$ cat src/rtl/vote_window_sequencer.sv
`default_nettype none
// ============================================================================
// vote_window_sequencer: packs a serial bit stream into 4-bit windows and
// issues a registered 2-or-3-of-4 verdict per window (option: VOTE_POPCNT_EN).
// Revision: 1.0
// ============================================================================
module vote_window_sequencer #(
  parameter int CNT_W = 8
) (
  input  logic             clk,
  input  logic             rst,
  input  logic             in_valid,
  output logic             in_ready,
  input  logic             in_bit,
  output logic             out_valid,
  input  logic             out_ready,
  output logic             out_hit,
  input  logic             clear,
  output logic [CNT_W-1:0] hit_count
`ifdef VOTE_POPCNT_EN
  ,
  output logic [2:0]       out_popcnt
`endif
);

  typedef enum logic [1:0] {
    S_COLLECT = 2'd0,
    S_EVAL    = 2'd1,
    S_HOLD    = 2'd2
  } state_t;

  localparam logic [CNT_W-1:0] C_CNT_MAX = {CNT_W{1'b1}};

  state_t             r_state;
  state_t             w_next_state;
  logic [1:0]         r_bit_idx;
  logic [3:0]         r_window;
  logic               r_hit;
  logic [CNT_W-1:0]   r_count;
  logic               w_accept;
  logic               w_out_fire;
  logic               w_vote;

  assign in_ready   = (r_state == S_COLLECT);
  assign out_valid  = (r_state == S_HOLD);
  assign out_hit    = r_hit;
  assign hit_count  = r_count;
  assign w_accept   = in_valid && in_ready;
  assign w_out_fire = out_valid && out_ready;

  // Pair-carry catches both ones in one pair; cross-pair-any catches one in
  // each pair. Four ones satisfies both, so it is masked explicitly.
  assign w_vote = ((r_window[0] & r_window[1]) | (r_window[2] & r_window[3]) |
                   ((r_window[0] | r_window[1]) & (r_window[2] | r_window[3])))
                  & ~(&r_window);

  always_ff @(posedge clk or posedge rst) begin
    if (rst) begin
      r_state <= S_COLLECT;
    end else begin
      r_state <= w_next_state;
    end
  end

  always_comb begin
    w_next_state = r_state;
    case (r_state)
      S_COLLECT: if (w_accept && (r_bit_idx == 2'd3)) w_next_state = S_EVAL;
      S_EVAL:    w_next_state = S_HOLD;
      S_HOLD:    if (w_out_fire) w_next_state = S_COLLECT;
      default:   w_next_state = S_COLLECT;
    endcase
  end

  always_ff @(posedge clk or posedge rst) begin
    if (rst) begin
      r_bit_idx <= 2'd0;
      r_window  <= 4'b0000;
      r_hit     <= 1'b0;
    end else begin
      if (w_accept) begin
        r_window[r_bit_idx] <= in_bit;
        r_bit_idx           <= r_bit_idx + 2'd1;
      end
      if (r_state == S_EVAL) begin
        r_hit <= w_vote;
      end
      if (w_out_fire) begin
        r_window <= 4'b0000;
      end
    end
  end

`ifdef VOTE_POPCNT_EN
  logic [2:0] r_popcnt;
  logic [2:0] w_popcnt;

  assign w_popcnt   = 3'(r_window[0]) + 3'(r_window[1]) +
                      3'(r_window[2]) + 3'(r_window[3]);
  assign out_popcnt = r_popcnt;

  always_ff @(posedge clk or posedge rst) begin
    if (rst) begin
      r_popcnt <= 3'd0;
    end else if (r_state == S_EVAL) begin
      r_popcnt <= w_popcnt;
    end
  end
`endif

  // Clear wins over a same-edge increment; the count sticks at all-ones.
  always_ff @(posedge clk or posedge rst) begin
    if (rst) begin
      r_count <= '0;
    end else if (clear) begin
      r_count <= '0;
    end else if (w_out_fire && r_hit && (r_count != C_CNT_MAX)) begin
      r_count <= r_count + 1'b1;
    end
  end

endmodule
`default_nettype wire
$ cat config.mk
export PLATFORM = sky130hd
export DESIGN_NAME = vote_window_sequencer
export DESIGN_NICKNAME = d
export VERILOG_FILES = /design/src/rtl/vote_window_sequencer.sv
export SDC_FILE = /design/constraint.sdc
export NUM_CORES = 1
export LEC_CHECK = 0
export ABC_AREA = 1
export BUFFER_PORTS_ARGS = -buffer_cell sky130_fd_sc_hd__buf_4
export CORE_MARGIN = 10
export CORE_UTILIZATION = 40
export DETAILED_ROUTE_END_ITERATION = 8
export PLACE_DENSITY = 0.59
export RECOVER_POWER = 50
export SLEW_MARGIN = 10
export SYNTH_ARGS = -nofsm -noshare
export SYNTH_HDL_FRONTEND = slang
export SYNTH_SLANG_ARGS = --single-unit
export TNS_END_PERCENT = 30
$ cat constraint.sdc
create_clock -name clk -period 1.25 [get_ports clk]
set_input_delay 0.1875 -clock clk [delete_from_list [all_inputs] [get_ports clk]]
set_output_delay 0.1875 -clock clk [all_outputs]
set_load 0.05 [all_outputs]
==> results of run 1 <==
==> final cells by class <==
class	count	area share (%)
Multi-Input combinational cell	89	41.21
Sequential cell	17	30.45
Timing Repair Buffer	29	18.37
Inverter	21	5.512
Tap cell	30	2.625
Clock buffer	4	1.837
==> where the power goes <==
| group | switching, mW | internal, mW | leakage (nW) |
|---|---|---|---|
| clock network | 0.183 | 0.124 | 0.0150 |
| logic | 0.791 | 0.612 | 0.490 |
| registers | 0.131 | 0.705 | 0.207 |
==> layer usage <==
layer | up-vias | GRT usage (%) | share of wire [%]
li1 | 475 | - | -
met1 | 437 | 11.11 | 42
met2 | 14 | 17.01 | 52
met3 | 5 | 2.510 | 4.1
met4 | 0 | 4.086 | 0.99
met5 | - | 0 | 0
==> worst min-delay path by stage <==
stage	startpoint	to	slack [ns]
CTS	out_ready	r_state[1]$_DFFE_PP0P_	0.09
global placement	rst	hit_count[7]$_DFFE_PP0P_	0.23
finish	out_ready	r_state[1]$_DFFE_PP0P_	0.09
global route	out_ready	r_state[1]$_DFFE_PP0P_	0.09
detailed placement	rst	hit_count[7]$_DFFE_PP0P_	0.23
floorplan	rst	hit_count[6]$_DFFE_PP0P_	0.11
==> timing repair <==
| item | 4_1_cts | 5_1_grt |
|---|---|---|
| resized for setup | 9 | 18 |
| buffers inserted | 3 | 3 |
| hold endpoints to repair | 17 | 0 |
| pin swaps | 4 | 5 |
| hold buffers | 1 | 0 |
| setup endpoints to repair | 13 | 17 |
==> logic make-up after synthesis <==
group | after synthesis | share of synthesized area (%)
buffers and inverters | 22 | 8.394
AND/OR/NAND/NOR | 60 | 30.05
flip-flops | 17 | 41.36
XOR/XNOR | 3 | 2.555
adder cells (fa/ha/maj) | 5 | 6.083
AO/OA/AOI/OAI | 21 | 11.56
==> Yosys cell counts (all sizes together) <==
cell / n / area share, %
nand3b: 2 / 2.7
nand4: 1 / 0.61
o21ai: 8 / 3.9
xor2: 3 / 2.6
nand2: 26 / 11
a21oi: 12 / 6.9
nand3: 16 / 8.3
clkbuf: 1 / 0.73
nor2: 14 / 7.3
o21bai: 1 / 0.73
inv: 21 / 7.7
dfrtp: 17 / 41
ha: 5 / 6.1
nor3: 1 / 0.49
==> cells in the final DEF, fill, tap and decap left out, types with 2 or more instances in the layout <==
master | netlist | layout
a21oi_1 | 11 | 6
nand3_1 | 15 | 14
buf_6 | 0 | 8
a21oi_2 | 0 | 5
clkbuf_4 | 1 | 4
nand2_4 | 0 | 3
buf_4 | 0 | 16
inv_1 | 20 | 20
nand2_1 | 21 | 21
dfrtp_1 | 17 | 9
ha_1 | 5 | 4
buf_8 | 0 | 2
nand3_2 | 1 | 2
nand2_2 | 5 | 2
o21ai_0 | 8 | 6
nor2_4 | 2 | 5
nor2_1 | 9 | 8
dfrtp_2 | 0 | 8
xor2_1 | 3 | 3
==> registers in the layout, indices dropped and copies added (netlist names) <==
| signal | count |
|---|---|
| hit_count | 8 |
| r_bit_idx | 2 |
| r_state | 2 |
| r_window | 4 |
| out_hit | 1 |
==> stage by stage <==
step | cell area (µm²) | util, %
final | 1430 | 58.26
after global routing | 1430 | 58.26
after CTS | 1350 | 54.99
after detailed placement | 1255 | 51.12
after global placement | 1255 | 51.12
after floorplan | 1060 | -
==> results by group, run 1 <==
Timing
  • # setup viols final: 5
  • Final worst slack: -0.07219 ns
  • Fin crit share: 105.8%
  • Hold Fails Final Rpt: 0
  • Final worst hold slack: between 0.09 and 0.1 ns
  • Fmax: 0.7563 GHz
  • Min Clock Period, post-route: between 1 and 1.5 ns
  • Unrepaired setup endpoints after global routing: yes
  • Slew Limit Fails: 0
  • Skew final: approximately 0.00095 ns
  • Setup TNS: -0.1181 ns
  • Slew headroom: 70.35%
  • Worst slew pin tran: 0.4448 ns

Cells and area
  • Ratio of cells with drive above 1 in the final layout: 38.75%
  • Area Overhead vs Synth: 39.05%
  • Fillers: 232
  • Fin cells: 190
  • FF/Latch Area: 435.4 µm²
  • Antenna diode count: 0
  • Multi-input gate area: 589.3 µm²
  • Nets@finish: 172

Logic synthesis
  • Post-synth net total: 139
  • Synth unique cells: 21
  • Post-synthesis sequential area ratio: between 40 and 50%
  • YS warnings: 0
  • Flops & latches, synth: 17
  • Synthesized area: between 1000 and 1500 µm²
  • Cells after synthesis: 128
  • Syn avg cell area: approximately 8.0 µm²

Critical path
  • Delay-heaviest family, CP: flip-flops
  • CP max stage cell: dfrtp_2
  • RR Endpoint: hit_count[7]$_DFFE_PP0P_
  • R2R depth: 6
  • CP endpoint: in_ready
  • RR Startpoint: r_state[0]$_DFFE_PP0P_
  • Buf/Inv on CP: 2
  • CP Class: reg2out
  • Worst endpoint data arrival time: 1.13 ns
  • Crit end category: output port
  • Max incr delay on CP: around 0.45 ns
  • Worst-path maximum fanout: 3
  • Worst path depth: 3
  • Worst setup path startpoint: r_state[0]$_DFFE_PP0P_
  • Req. time, crit path: about 1.1 ns
  • CP Launch Type: register
  • Reg2reg setup slack: -0.02 ns
  • Critical-path cell list: buf_6 > nor2_4 > buf_8

Clock network
  • CTS tree: yes
  • Clk_lat worst skew: about 0.29 ns
  • Clock Path Buffers: 2
  • H-tree depth: 1
  • CTS buffer count: 3
  • CTS sink count: 17
  • Worst-path clk slew: 0.10 ns
  • Root buffer cell: clkbuf_4

Drt
  • Drt first pass iters: 4
  • Vias per cell: 4.900
  • DRT iter0 DRCs: 38
  • Wire length per cell: 12.76 µm
  • ANT nets after route: 0
  • Vias after detailed routing: 931
  • Final wirelength: 2.425 mm
  • DRC: 0

Die
  • Ports: 17
  • Die H: 70.71 µm
  • Die X: 70.71 µm
  • Die ar.: 4999 µm²
  • Core Rows: 18
  • Core Area: around 2500 µm²
  • Initial core utilization: a little over two fifths

Global route
  • Largest net degree at the start of global routing: 18
  • Gr usage total: 9.822%
  • Initial antenna violation count: 0
  • Number of global-route vias before repair: 934
  • First-pass GRT wire length: 4.146 mm
  • Overflow left after global routing: 0

Status
  • Violations in the final reports: negative setup slack
  • Status: finished with violations

Place
  • I/O Buffers: 16
  • GPL Wtd Cong: 0.8255
  • Dpl hpwl: between 1.5 and 2 mm
  • Cells after DPL: ~180
  • Pre-CTS worst setup slack: -0.03413 ns

Pwr
  • VDD IR max: between 1500 and 2000 µV
  • Lkg Pwr: 0.7127 nW
  • P per Cell Area: 1781 nW/µm²
  • Pwr Total: 2.547 mW

Min path
  • HP Class: in2reg
  • Hold depth: 2

Flow run
  • Maxcap violations: 0
Power figures use the tool's default switching activity.
==> run 2, diff against run 1 <==
Settings changed: PLACE_DENSITY 0.59 to 0.57.
Clock period 1.25 ns to 1.3 ns, I/O delays scaled along.
==> results by group, run 2 (synthesis results as in run 1) <==
Critical path
  • Crit end category: output port
  • RR Endpoint: hit_count[7]$_DFFE_PP0P_
  • Worst endpoint data arrival time: 1.12 ns
  • CP Launch Type: register
  • Worst setup path startpoint: r_state[0]$_DFFE_PP0P_
  • Reg2reg setup slack: 0.03 ns
  • Worst-path maximum fanout: 3
  • R2R depth: 7
  • Req. time, crit path: 1.11 ns
  • RR Startpoint: hit_count[1]$_DFFE_PP0P_
  • CP endpoint: in_ready
  • CP Class: reg2out

Timing
  • Worst slew pin tran: approximately 0.43 ns
  • Slew Limit Fails: 0
  • Unrepaired setup endpoints after global routing: yes
  • # setup viols final: 1
  • Min Clock Period, post-route: 1.312 ns
  • Hold Fails Final Rpt: 0
  • Skew final: 0.001034 ns
  • Final worst slack: -0.01211 ns
  • Setup TNS: -0.01211 ns
  • Slew headroom: 71.61%
  • Final worst hold slack: 0.1153 ns
  • Fin crit share: 100.9%
  • Fmax: 0.7621 GHz

Cells and area
  • Max reg flops: 8
  • Fillers: about 250
  • Commonest non-fill, non-tap cell in the layout: nand2_1
  • Final instance area: 1343 µm²
  • Nets@finish: between 150 and 200
  • Ratio of cells with drive above 1 in the final layout: around a third
  • Fin util: between 50% and 60%
  • Area Overhead vs Synth: 30.54%
  • Most frequent cells in the layout: nand2_1 (21), inv_1 (20), buf_4 (17)
  • Fin cells: between 150 and 200
  • Antenna diode count: 0

Place
  • GPL Wtd Cong: 0.7700
  • Dpl hpwl: approximately 1.8 mm
  • Cells after DPL: about 180
  • I/O Buffers: 16
  • Pre-CTS worst setup slack: -0.00005596 ns
  • Post-DP Area: 1251 µm²

Min path
  • HP Class: in2reg

Global route
  • Gr usage total: around a tenth
  • Overflow left after global routing: 0
  • Largest net degree at the start of global routing: 18
  • Initial antenna violation count: 0
  • First-pass GRT wire length: ~4.1 mm
  • Number of global-route vias before repair: 911

Drt
  • DRC: 0
  • Drt first pass iters: 4
  • Vias after detailed routing: 908
  • ANT nets after route: 0
  • Vias per cell: 4.908
  • Final wirelength: between 2 and 2.5 mm
  • DRT iter0 DRCs: 31
  • Wire length per cell: 12.57 µm

Die
  • Die H: a little over 70 µm
  • Core Area: 2455 µm²
  • Core Rows: 18
  • Initial core utilization: 41.90%
  • Die X: 70.71 µm
  • Die ar.: around 5000 µm²
  • Ports: 17

Status
  • Status: finished with violations
  • Violations in the final reports: negative setup slack

Clock network
  • Clk_lat worst skew: approximately 0.28 ns
  • CTS buffer count: 3
  • Worst-path clk slew: 0.09 ns
  • Clock Path Buffers: 2
  • Root buffer cell: clkbuf_4
  • H-tree depth: 1
  • CTS tree: yes
  • CTS sink count: 17

Pwr
  • P per Cell Area: 1588 nW/µm²
  • Pwr Total: 2.132 mW
  • VDD IR max: 1279 µV
  • Lkg Pwr: 0.6720 nW

Flow run
  • Maxcap violations: 0
## run 2: changes by cell type in the layout (fill, tap and decap cells not counted), sizes merged
cell	before	now
buf	26	21
## run 2: what timing repair did
action,in CTS,in global routing
pin swaps,2,4
hold endpoints to repair,17,0
setup buffers,0,3
endpoints found under the setup margin,4,14
gates resized for setup,5,5
hold buffers,1,0
## run 2: power breakdown
group	total [mW]	internal, mW	switching (mW)
sequential	0.810	0.681	0.130
clock	0.279	0.119	0.160
combinational	1.04	0.403	0.640
total	2.13	1.20	0.930
## run 2: cell type report
cell class | count | area, µm² | share of cell area (%)
tap | 30 | 37.54 | 2.796
clock buffer | 4 | 26.28 | 1.957
sequential | 17 | 437.9 | 32.62
inverter | 21 | 78.83 | 5.871
timing repair buffer | 24 | 202.7 | 15.10
multi-input combinational | 89 | 559.3 | 41.66
## run 2: how the worst min path moves through the flow
stage / startpoint / to / slack (ns) / cells after the start
floorplan: rst / hit_count[7]$_DFFE_PP0P_ / 0.12 / 1
global route: out_ready / r_state[1]$_DFFE_PP0P_ / 0.09 / 2
global placement: rst / r_bit_idx[0]$_DFFE_PP0P_ / 0.23 / 3
finish: out_ready / r_state[1]$_DFFE_PP0P_ / 0.12 / 2
detailed placement: rst / r_bit_idx[0]$_DFFE_PP0P_ / 0.23 / 3
CTS: out_ready / r_state[1]$_DFFE_PP0P_ / 0.1 / 2
## run 2: worst max-delay path: stages, from the launching register on
cell	delay, ns
dfrtp_2	0.45
buf_6	0.13
nor2_4	0.10
buf_8	0.15
## run 2: routing by layer
layer | GRT usage (%) | part of all wire (%)
met1 | 10.74 | 45
met2 | 16.02 | 47
met3 | 4.881 | 7.5
met4 | 1.935 | 0.52
met5 | 0 | 0
